`src/rtl/count_display_pkg.sv`:
```
// Shared types, segment table and sizing helper for the count_display slice.
package count_display_pkg;

    typedef enum logic [1:0] {
        IDLE  = 2'd0,
        SHIFT = 2'd1,
        DONE  = 2'd2
    } conv_state_e;

    typedef enum logic {
        DIG_UNITS = 1'b0,
        DIG_TENS  = 1'b1
    } digit_e;

    localparam logic [6:0] SEG_BLANK = 7'h7F;

    // Active-low {g,f,e,d,c,b,a} patterns for decimal digits 0..9.
    localparam logic [6:0] SEG_LUT [0:9] = '{
        7'h40, 7'h79, 7'h24, 7'h30, 7'h19,
        7'h12, 7'h02, 7'h78, 7'h00, 7'h10
    };

    function automatic int unsigned clog2(input int unsigned v);
        int unsigned r;
        r = 0;
        for (int unsigned i = 0; i < 32; i++) begin
            if ((64'd1 << i) < 64'(v)) r = i + 1;
        end
        return (r == 0) ? 1 : r;
    endfunction

    function automatic logic [6:0] seg_decode(input logic [3:0] nib);
        if (nib <= 4'd9) return SEG_LUT[nib];
        return SEG_BLANK;
    endfunction

endpackage

```
`src/rtl/count_display_bin2bcd.sv`:
```
// Sequential shift-add-3 binary to two-digit BCD converter.
module bin2bcd_seq
    import count_display_pkg::*;
#(
    parameter int unsigned W = 6
) (
    input  logic         clk,
    input  logic         rst,
    input  logic         start,
    input  logic [W-1:0] bin,
    output logic         busy,
    output logic         done,
    output logic [3:0]   tens,
    output logic [3:0]   units
);

    localparam int unsigned BW = clog2(W);

    conv_state_e      state_q, state_d;
    logic [W-1:0]     bin_q, bin_d;
    logic [7:0]       bcd_q, bcd_d;
    logic [BW-1:0]    bitcnt_q, bitcnt_d;
    logic [3:0]       tens_q, tens_d;
    logic [3:0]       units_q, units_d;
    logic [7:0]       adj;
    logic [W+7:0]     sh;

    always_ff @(posedge clk or negedge rst) begin
        if (!rst) begin
            state_q  <= IDLE;
            bin_q    <= '0;
            bcd_q    <= '0;
            bitcnt_q <= '0;
            tens_q   <= '0;
            units_q  <= '0;
        end else begin
            state_q  <= state_d;
            bin_q    <= bin_d;
            bcd_q    <= bcd_d;
            bitcnt_q <= bitcnt_d;
            tens_q   <= tens_d;
            units_q  <= units_d;
        end
    end

    always_comb begin
        state_d  = state_q;
        bin_d    = bin_q;
        bcd_d    = bcd_q;
        bitcnt_d = bitcnt_q;
        tens_d   = tens_q;
        units_d  = units_q;

        // Nibbles >= 5 get +3 before the shift so they carry correctly into the next digit.
        adj = bcd_q;
        if (adj[3:0] >= 4'd5) adj[3:0] = adj[3:0] + 4'd3;
        if (adj[7:4] >= 4'd5) adj[7:4] = adj[7:4] + 4'd3;
        sh = {adj, bin_q} << 1;

        unique case (state_q)
            IDLE: begin
                if (start) begin
                    bin_d    = bin;
                    bcd_d    = '0;
                    bitcnt_d = '0;
                    state_d  = SHIFT;
                end
            end
            SHIFT: begin
                bcd_d    = sh[W+7:W];
                bin_d    = sh[W-1:0];
                bitcnt_d = bitcnt_q + 1'b1;
                if (bitcnt_q == BW'(W - 1)) state_d = DONE;
            end
            DONE: begin
                tens_d  = bcd_q[7:4];
                units_d = bcd_q[3:0];
                state_d = IDLE;
            end
            default: state_d = IDLE;
        endcase
    end

    assign busy  = (state_q != IDLE);
    assign done  = (state_q == DONE);
    assign tens  = tens_q;
    assign units = units_q;

endmodule

```
`src/rtl/count_display.sv`:
```
// Shows a binary count in decimal on two multiplexed active-low 7-segment digits.
module count_display
    import count_display_pkg::*;
#(
    parameter int unsigned W             = 6,
    parameter int unsigned CLK_HZ        = 50_000_000,
    parameter int unsigned SCAN_HZ       = 1_000,
    parameter bit          BLANK_LEADING = 1'b1
) (
    input  logic         clk,
    input  logic         rst,
    input  logic [W-1:0] count,
    output logic [6:0]   seg,
    output logic [1:0]   an,
    output logic         busy
);

    localparam int unsigned DIV = CLK_HZ / SCAN_HZ;
    localparam int unsigned SW  = clog2(DIV);

    logic [W-1:0]  last_count_q, last_count_d;
    logic [W-1:0]  conv_val_q, conv_val_d;
    logic          force_conv_q, force_conv_d;
    logic          disp_valid_q, disp_valid_d;
    logic [SW-1:0] scan_cnt_q, scan_cnt_d;
    digit_e        sel_q, sel_d;
    logic [6:0]    seg_q, seg_d;
    logic [1:0]    an_q, an_d;

    logic          start;
    logic          conv_busy;
    logic          conv_done;
    logic [3:0]    tens;
    logic [3:0]    units;
    logic          scan_wrap;

    assign start = force_conv_q | (count != last_count_q);

    bin2bcd_seq #(
        .W (W)
    ) u_conv (
        .clk   (clk),
        .rst   (rst),
        .start (start),
        .bin   (count),
        .busy  (conv_busy),
        .done  (conv_done),
        .tens  (tens),
        .units (units)
    );

    always_ff @(posedge clk or negedge rst) begin
        if (!rst) begin
            last_count_q <= '0;
            conv_val_q   <= '0;
            force_conv_q <= 1'b1;
            disp_valid_q <= 1'b0;
            scan_cnt_q   <= '0;
            sel_q        <= DIG_UNITS;
            seg_q        <= SEG_BLANK;
            an_q         <= 2'b11;
        end else begin
            last_count_q <= last_count_d;
            conv_val_q   <= conv_val_d;
            force_conv_q <= force_conv_d;
            disp_valid_q <= disp_valid_d;
            scan_cnt_q   <= scan_cnt_d;
            sel_q        <= sel_d;
            seg_q        <= seg_d;
            an_q         <= an_d;
        end
    end

    always_comb begin
        last_count_d = last_count_q;
        conv_val_d   = conv_val_q;
        force_conv_d = force_conv_q;
        disp_valid_d = disp_valid_q;

        // The converter scrambles its own copy while shifting, so keep the accepted value here.
        if (start && !conv_busy) conv_val_d = count;
        if (conv_done) begin
            last_count_d = conv_val_q;
            force_conv_d = 1'b0;
            disp_valid_d = 1'b1;
        end

        scan_wrap  = (scan_cnt_q == SW'(DIV - 1));
        scan_cnt_d = scan_wrap ? '0 : scan_cnt_q + 1'b1;
        sel_d      = sel_q;
        if (scan_wrap) sel_d = (sel_q == DIG_UNITS) ? DIG_TENS : DIG_UNITS;

        // Decode from the next select so seg/an switch on the same edge as the digit.
        seg_d = SEG_BLANK;
        an_d  = 2'b11;
        if (disp_valid_q) begin
            if (sel_d == DIG_UNITS) begin
                an_d  = 2'b10;
                seg_d = seg_decode(units);
            end else if (!(BLANK_LEADING && (tens == 4'd0))) begin
                an_d  = 2'b01;
                seg_d = seg_decode(tens);
            end
        end
    end

    assign seg  = seg_q;
    assign an   = an_q;
    assign busy = conv_busy;

endmodule

```
`config.mk`:
```
export PLATFORM = sky130hd
export DESIGN_NAME = count_display
export DESIGN_NICKNAME = d
export VERILOG_FILES = /design/src/rtl/count_display_pkg.sv /design/src/rtl/count_display_bin2bcd.sv /design/src/rtl/count_display.sv
export SDC_FILE = /design/constraint.sdc
export NUM_CORES = 1
export LEC_CHECK = 0
export ABC_AREA = 1
export CORE_MARGIN = 1
export CORE_UTILIZATION = 59
export CTS_CLUSTER_DIAMETER = 100
export CTS_CLUSTER_SIZE = 25
export DETAILED_ROUTE_END_ITERATION = 16
export PLACE_DENSITY = 0.78
export SYNTH_ARGS = -nofsm -noshare
export SYNTH_HDL_FRONTEND = slang
export SYNTH_SLANG_ARGS = --single-unit
```
`constraint.sdc`:
```
create_clock -name clk -period 1.9 [get_ports clk]
set_input_delay 0.285 -clock clk [delete_from_list [all_inputs] [get_ports clk]]
set_output_delay 0.285 -clock clk [all_outputs]
set_load 0.1 [all_outputs]
```
; ---- After elaboration in Yosys (flattened, before gate mapping)
; Memory sizes are Yosys's and may differ from the RTL's.
; Index checks and enable logic that the tools add are counted.
[word_totals]
mem_count = 2
inputBits = 8
regBits = 67
out_inout_bits = 10
rom_bits = 224
[classes]
n_mux = 35
n_lt_le_gt_ge = 6
n_bitwise = 3
eq_ne = 7
n_reduce_logical = 8
add_sub_neg = 4
[mem_list]
columns = memory, words, word_bits, read_ports, rd_ports_with_merged_regs, wr, line_no
row1 = (name not given), 16, 7, 1, 0, 0, count_display_pkg.sv:33  ; if (nib <= 4'd9) return SEG_LUT[nib];
row2 = (name not given), 16, 7, 1, 0, 0, count_display_pkg.sv:33
[op_table]
columns = cell, count
row1 = 7-bit 2-to-1 mux, 11
row2 = 16-bit by 1-bit adder with 16-bit output (second input constant), 1
row3 = 16-bit equality test (second input constant), 1
row4 = 16-bit 2-to-1 mux, 1
row5 = 8-bit case mux with 2 select lines, 1
row6 = 6-bit case mux with 2 select lines, 1
row7 = 5-bit greater-or-equal comparator (second input constant), 2
row8 = 2-bit 2-to-1 mux, 5
row9 = 4-bit NOT with 5-bit output, 2
row10 = 1-bit 2-to-1 mux, 9
row11 = 4-bit by 3-bit greater-or-equal comparator with 1-bit output (second input constant), 2
row12 = 4-bit less-or-equal comparator (second input constant), 2
row13 = 8-bit 2-to-1 mux, 1
row14 = 3-bit 2-to-1 mux, 2
row15 = 6-bit 2-to-1 mux, 1
row16 = 6-bit inequality test, 1
row17 = 3-bit case mux with 2 select lines, 1
row18 = 4-bit by 2-bit adder with 4-bit output (second input constant), 1
row19 = 4-bit zero test, 1
row20 = 4-bit 2-to-1 mux, 1
row21 = 2-bit case mux with 2 select lines, 1
row22 = 2-bit AND reduction, 2
row23 = 2-bit nonzero test, 2
row24 = 3-bit by 1-bit adder with 3-bit output (second input constant), 1
row25 = 10 further kinds, 10

; ---- Depth between registers and ports, before layout
; Gate-level depths: netlist of run 1.
[logic_depth]
depth_word = 9
ltp_mapped = 10

; ---- Cells and area by module
; Synthesis of run 1 repeated with hierarchy kept, for this count alone.
[hier_totals]
hier_cells = 451
hier_area_um2 = 3718.6
[by_module_without_submodules]
columns = module, instances, cells_per_inst, seq_area_each_um2, area_per_inst_um2
row1 = count_display, 1, 301, 1013.5, 2428.6
row2 = bin2bcd_seq, 1, 150, 675.6, 1290.0

; ---- Least setup slack after synthesis of run 1
; No wires, ideal clock.
[synth_path]
kind = flip-flop to flip-flop
from = register u_conv.state_q[1]
to = register u_conv.bin_q[1]
setup_time_ns = 0.117
required_ns = 1.783
n_path_buf = 0
path_slack_ns = 0.161
path_stages_with_launch = 7
t_arrival_ns = 1.622
path_cell_list = dfrtp_1 > nor2_1 > inv_1 > o21bai_4 > nand2_1 > nand2_1 > nand2_1
[synth_between]
elab_chain_cells = 3
elab_cells_between_ends = 6
[synth_lines]
columns = item, line_no
row1 = start: declaration, count_display_bin2bcd.sv:19  ; conv_state_e state_q, state_d;
row2 = start signal: assignment, count_display_bin2bcd.sv:37  ; state_q <= state_d;
row3 = 2-bit by 1-bit equality test with 1-bit output or 2-bit zero test (tied branches), count_display_bin2bcd.sv:60  ; unique case (state_q)
row4 = 2-bit nonzero test (no source line) or 2-bit inequality test (tied branches), -
row5 = 2-bit AND reduction (no source line), -
row6 = end signal: assignment, count_display_bin2bcd.sv:38  ; bin_q <= bin_d;
row7 = end: declaration, count_display_bin2bcd.sv:20  ; logic [W-1:0] bin_q, bin_d;
; Parallel ways exist; a longest one is shown, timed or not.
; A chain may end at the register's enable or synchronous reset.

; ---- Worst setup path in the final report of run 1
[layout_path]
from = register scan_cnt_q[0]
to = register seg_q[1], in the netlist seg[1]
[layout_between]
elab_chain_cells = 4
[layout_lines]
columns = item, line_no
row1 = start: declaration, count_display.sv:25  ; logic [SW-1:0] scan_cnt_q, scan_cnt_d;
row2 = start signal: assignment, count_display.sv:67  ; scan_cnt_q <= scan_cnt_d;
row3 = 16-bit equality test, count_display.sv:88  ; scan_wrap = (scan_cnt_q == SW'(DIV - 1));
row4 = 1-bit 2-to-1 mux, count_display.sv:91  ; if (scan_wrap) sel_d = (sel_q == DIG_UNITS) ? DIG_TENS : DIG_UNITS;
row5 = via sel_d, count_display.sv:26  ; digit_e sel_q, sel_d;
row6 = 7-bit 2-to-1 mux, count_display.sv:97  ; if (sel_d == DIG_UNITS) begin
row7 = 7-bit 2-to-1 mux, count_display.sv:96  ; if (disp_valid_q) begin
row8 = via seg_d[1], count_display.sv:27  ; logic [6:0] seg_q, seg_d;
row9 = end signal: assignment, count_display.sv:69  ; seg_q <= seg_d;
row10 = end: declaration, count_display.sv:27
; The timed path passes the listed nets, and every way through them passes these cells.

==> impl_metrics.ini, run 1 <==
[outcome]
status = complete, no violations

[global_route]
grt_pass1_wl_um = 11300
grt_max_degree = 68
grt_pass1_vias = 2725
groute.usage.overall_pct = 23.4
grt_antenna_before_repair = 0
grt_overflow_total = 0

[critical_path]
path_depth = 10
critical_path.most_common_cell = nand2_1
cp_num_buf_inv = 1
end_kind = flip-flop
crit_arrival_ps = 1880
slowest_delay_ps = 370
cpMaxStageDelayCell = dfrtp_1
startpoint = scan_cnt_q[0]
r2r_cells = 10
path_cells = ha_1, nand2_1, inv_2, nand2_2, nor2_2, nand2_1, nand2_4, nand2_4, nand2_1, nand3_1
cp.required_ps = 2140
crit_end = seg[1]
reg2reg_slack_ps = 260
r2r-end = seg[1]
path_class = reg2reg
start_kind = flip-flop
critPathMaxFanout = 9
regToRegStartpoint = scan_cnt_q[0]
cp_top_family = simple AND/OR/NAND/NOR gates

[sta]
drv_slew = 0
slew_headroom_pct = 69.3
tns_ps = 0
layout_min_cycle_time_ps = 1640
finalSetupViolCount = 0
rsz0062_at_grt = no
fin_crit_sh_pct = 86.6
clock_skew_ps = 13.3
worst_pin_slew_ps = 459
finalHoldViolCount = 0
hold-worst-slack_ps = 445
max_freq_mhz = 608

[yosys]
ys_ff_latch = 67
synthDistinctLibCells = 34
syn_nets = 465
synth_warnings = 0
syn_inst = 440
avgSynthCellArea_um2 = 8.07
syn-cell-area_mm2 = 0.00355
yosysSeqAreaShare_pct = 47.6

[final_layout]
drive_above_1_share_pct = 12.6
num_antenna_cells = 0
syn2layout_area_growth_pct = 14.8
fillCellCount = 418
finalNetCount = 491

[job]
maxCapViolations = 0

[cts]
post_cts_resized = 0
cts_sinks = 67
cts.path.max_buffers = 2
cts_inserted_buffers = 9
insertion_delay_ps = 330
cts_tree = done
postCtsSetupRepairBufs = 0
cts.clk_slew.worst_paths_ps = 70
h-tree-depth = 3
cts.hold.buffers_added = 1
cts_root_buf = clkbuf_8

[floorplanning]
die_area_mm2 = 0.00633
core_mm2 = 0.00564
ioPinCount = 18
dieHeight_um = 79.6
die_w_um = 79.6
rows = 27
start_util_pct = 63.0

[routing]
drtPass1Iterations = 4
drc = 0
wl_um = 6520
via_per_inst = 5.19
wl_per_cell_um = 12.0
num_vias = 2812
drt_iter0_markers = 136
final_antenna_net_count = 0

[placed_design]
place.detailed.hpwl_um = 4670
place_congestion = 0.855
portBuffers = 17

[hold_path]
min_path_cells = 2
hp-class = reg2reg

[power_and_ir_drop]
switching_share_pct = 43.0
internal_power_uw = 3530
p_leak_uw = 0.00211
p_per_area_mw_per_mm2 = 1520
p_sw_uw = 2670
ir_worst_vdd_uv = 1280
combPwrFrac_pct = 46.9
seq_power_share_pct = 37.2
p_clk_share_pct = 15.9
## power by group through the flow
stage          Combinational, uW  Clock, uW  Sequential, uW
2_1_floorplan               1730          0            2700
3_3_place_gp                2830          0            2310
3_5_place_dp                2910          0            2310
4_1_cts                     2920       1010            2300
5_1_grt                     3280       1080            2370
6_report                    2910        988            2300
## Yosys cell counts
cell	count	area (um2)
nor2_1	34	128
o21bai_4	1	18.8
nand4_1	3	18.8
xnor2_1	1	8.76
buf_6	2	22.5
dfstp_2	10	263
nor3_2	2	20.0
nand3b_1	1	7.51
nand3b_2	1	11.3
dfrtp_1	57	1430
nor3_1	4	20.0
inv_2	3	11.3
o21ai_0	39	195
nand3_2	1	10.0
buf_1	1	3.75
xor2_1	7	61.3
o211ai_1	4	30.0
nand2_1	119	447
nor2_2	2	12.5
o21a_1	1	7.51
nor2_4	1	11.3
inv_1	53	199
clkbuf_1	2	7.51
a2bb2oi_1	1	8.76
o21bai_1	1	7.51
o21ai_1	1	5.00
a21oi_1	8	40.0
or2_2	5	31.3
buf_4	1	7.51
ha_1	17	213
nand2_4	2	22.5
buf_2	3	15.0
nand3_1	51	255
nand2_2	1	6.26
## placed cells by master, fill, tap and decap left out, types with 2 or more instances in the layout
cell type / Yosys / layout
clkinv_2: 0 / 3
buf_12: 0 / 11
xor2_1: 7 / 7
ha_1: 17 / 17
dfrtp_1: 57 / 57
clkbuf_8: 0 / 10
nand3_1: 51 / 51
inv_1: 53 / 53
inv_2: 3 / 3
nor2_1: 34 / 34
nor3_1: 4 / 4
dfstp_2: 10 / 10
a21oi_1: 8 / 8
o21ai_0: 39 / 39
nor3_2: 2 / 2
buf_4: 1 / 5
or2_2: 5 / 5
nand2_4: 2 / 2
clkdlybuf4s50_1: 0 / 6
nor2_2: 2 / 2
clkbuf_1: 2 / 2
nand2_1: 119 / 119
o211ai_1: 4 / 4
nand4_1: 3 / 3
## registers in the layout (all words and copies together) (netlist names)
| signal | count |
|---|---|
| u_conv.state_q | 2 |
| sel_q | 1 |
| force_conv_q | 1 |
| scan_cnt_q | 16 |
| u_conv.bcd_q | 8 |
| last_count_q | 6 |
| conv_val_q | 6 |
| u_conv.tens | 4 |
| seg | 7 |
| an | 2 |
| u_conv.bin_q | 6 |
| disp_valid_q | 1 |
| u_conv.bitcnt_q | 3 |
| u_conv.units | 4 |
## layer usage
layer | vias up | track usage, % | part of all wire (%)
met5 | - | 0 | 0
met4 | 0 | 11.8 | 1.9
met3 | 11 | 5.83 | 2.7
met2 | 49 | 39.3 | 49
met1 | 1294 | 27.7 | 47
li1 | 1458 | - | -
## final cells by class
type,count,area (um2),area share (%)
clock buffer,12,145,3.56
sequential,67,1690,41.4
multi-input combinational,308,1600,39.1
timing repair buffer,24,333,8.16
clock inverter,3,15.0,0.368
inverter,56,210,5.15
tap,72,90.1,2.21
## cells by family after synthesis
group / synth area share (%)
adder cells (fa/ha/maj): 5.99
buffers and inverters: 7.50
AO/OA/AOI/OAI: 8.81
AND/OR/NAND/NOR: 28.2
XOR/XNOR: 1.97
flip-flops: 47.6
## worst min-delay path by stage
stage	startpoint	to	slack [ps]
6_report	force_conv_q	force_conv_q	440
3_3_place_gp	rst	scan_cnt_q[2]	320
2_1_floorplan	rst	conv_val_q[0]	-10
3_5_place_dp	rst	scan_cnt_q[2]	330
5_1_grt	force_conv_q	force_conv_q	460
4_1_cts	force_conv_q	force_conv_q	450
## worst min-delay path: stages (launching register included)
cell	delay (ps)
dfstp_2	370
inv_1	40
nor2_1	40
## per-stage QoR
step	setup slack (ps)	instances	cell area [um2]	total power (uW)	utilization (%)
after floorplan	161	440	3550	4430	-
after global placement	170	526	3910	5140	69.3
after detailed placement	136	526	3910	5220	69.3
after CTS	264	542	4080	6230	72.3
after global routing	61.7	542	4080	6720	72.3
final	255	542	4080	6200	72.3
Power figures use the tool's default switching activity.
==> run 2, diff against run 1 <==
CAP_MARGIN = 40   (was default)
GPL_ROUTABILITY_DRIVEN = 0   (was default)
==> run 2 against run 1 <==
  * Sequential power is essentially flat
  * Routed wire length grew 3.5%
  * Largest cell class unchanged
  * Largest power group unchanged
  * Critical path type unchanged
  * Global-route usage increased by 1.4 points
  * Via count rose by 1.0%
==> impl_metrics.ini, run 2 (synthesis gave the netlist of run 1 again) <==
[floorplanning]
core_mm2 = 0.00564
die_area_mm2 = 0.00633
rows = 27
ioPinCount = 18
die_w_um = 79.6
dieHeight_um = 79.6
start_util_pct = 63.0

[routing]
drtPass1Iterations = 5
wl_um = 6740
drt_iter0_markers = 175
num_vias = 2840
wirelength_met1_um = 3140
final_antenna_net_count = 0
drc = 0
wl_met3_um = 204
wl_per_cell_um = 12.4
dr_wl_met2_um = 3270
highest_layer = met4
via_per_inst = 5.21

[power_and_ir_drop]
p_sw_uw = 2760
internal_power_uw = 3950
p_clk_share_pct = 21.8
p_leak_uw = 0.00215
total_power_uw = 6710
combPwrFrac_pct = 43.6
switching_share_pct = 41.1
ir_worst_vdd_uv = 1340
p_per_area_mw_per_mm2 = 1600
seq_power_share_pct = 34.6

[critical_path]
crit_arrival_ps = 1850
cp.required_ps = 2150
path_class = reg2reg
critPathMaxFanout = 9
regToRegStartpoint = scan_cnt_q[0]
critical_path.most_common_cell = nand2_1
start_kind = flip-flop
path_cells = ha_1, nand2_1, inv_2, nand2_2, nor2_2, nand2_1, nand2_4, nand2_4, nand2_1, nand3_1
end_kind = flip-flop
startpoint = scan_cnt_q[0]
slowest_delay_ps = 380
cpMaxStageDelayCell = dfrtp_1

[cts]
post_cts_resized = 0
cts_root_buf = clkbuf_8
cts.clk_slew.worst_paths_ps = 80
insertion_delay_ps = 340
cts_sinks = 67
cts_tree = done
cts.path.max_buffers = 2
h-tree-depth = 3
cts_inserted_buffers = 9

[placed_design]
pre_cts_slack_ps = 209
portBuffers = 17
placed_cells = 528
place.detailed.hpwl_um = 5060

[final_layout]
fin_cells = 545
num_antenna_cells = 0
drive_above_1_share_pct = 13.5
top_register = scan_cnt_q
finalNetCount = 493
final_common_cell = nand2_1
utilization_pct = 74.2
syn2layout_area_growth_pct = 17.8
layout_common_cells = 119 x nand2_1, 57 x dfrtp_1, 53 x inv_1
largest_register_ffs = 16

[sta]
clock_skew_ps = 13.5
setup_ws_ps = 295
max_freq_mhz = 623
finalHoldViolCount = 0
rsz0062_at_grt = no
fin_crit_sh_pct = 84.5
worst_pin_slew_ps = 537
drv_slew = 0
tns_ps = 0
layout_min_cycle_time_ps = 1600
slew_headroom_pct = 64.2
finalSetupViolCount = 0

[global_route]
grt_pass1_vias = 2766
grt_max_degree = 33
grt_antenna_before_repair = 0
groute.usage.overall_pct = 24.8
grt_pass1_wl_um = 12100
grt_overflow_total = 0

[outcome]
status = complete, no violations

[hold_path]
hp-class = in2async

[job]
maxCapViolations = 0
[run 2: power groups by stage]
stage          combinational (uW)  sequential (uW)  clock, uW
3_3_place_gp                 2850             2310          0
6_report                     2920             2320       1460
2_1_floorplan                1730             2700          0
4_1_cts                      2940             2320       1490
3_5_place_dp                 2940             2340          0
5_1_grt                      3310             2380       1530
[run 2: cell type report]
type	count	area, um2
repair buffers	26	348
clock inverters	6	113
inverters	56	210
well taps	72	90.1
fillers	420	1460
flip-flops and latches	67	1690
multi-input cells	308	1600
clock buffers	10	138
[run 2: final timing paths]
path / end / slack, ps / cells after the start
worst max-delay path: seg[1] / 300 / 10
worst min-delay path: scan_cnt_q[2] / 450 / 2
worst max register to register: seg[1] / 300 / 10
worst min register to register: force_conv_q / 450 / 2
max in group asynchronous: seg[2] / 780 / 3
min in group clk: force_conv_q / 450 / 2
[run 2: routing by layer]
layer / GRT usage [%] / vias to the layer above
li1: - / 1459
met1: 31.8 / 1320
met2: 41.7 / 47
met3: 3.77 / 14
met4: 10.4 / 0
met5: 0 / -
[run 2: critical path, delay by kind of cell (launching register included)]
kind / cells / cell delay (ps)
buf+inv: 1 / 80
flops: 1 / 380
fa+ha+maj: 1 / 170
simple gates: 8 / 880
[run 2: through the flow]
stage | instance area, um2 | hold WS, ps
after CTS | 4180 | 449
final | 4180 | 450
after detailed placement | 3920 | 291
after floorplan | 3550 | -10.6
after global routing | 4180 | 478
after global placement | 3920 | 302
[run 2: timing repair]
action,in CTS,in global routing
hold buffers,1,0
setup buffers,0,0
endpoints found under the hold margin,21,0
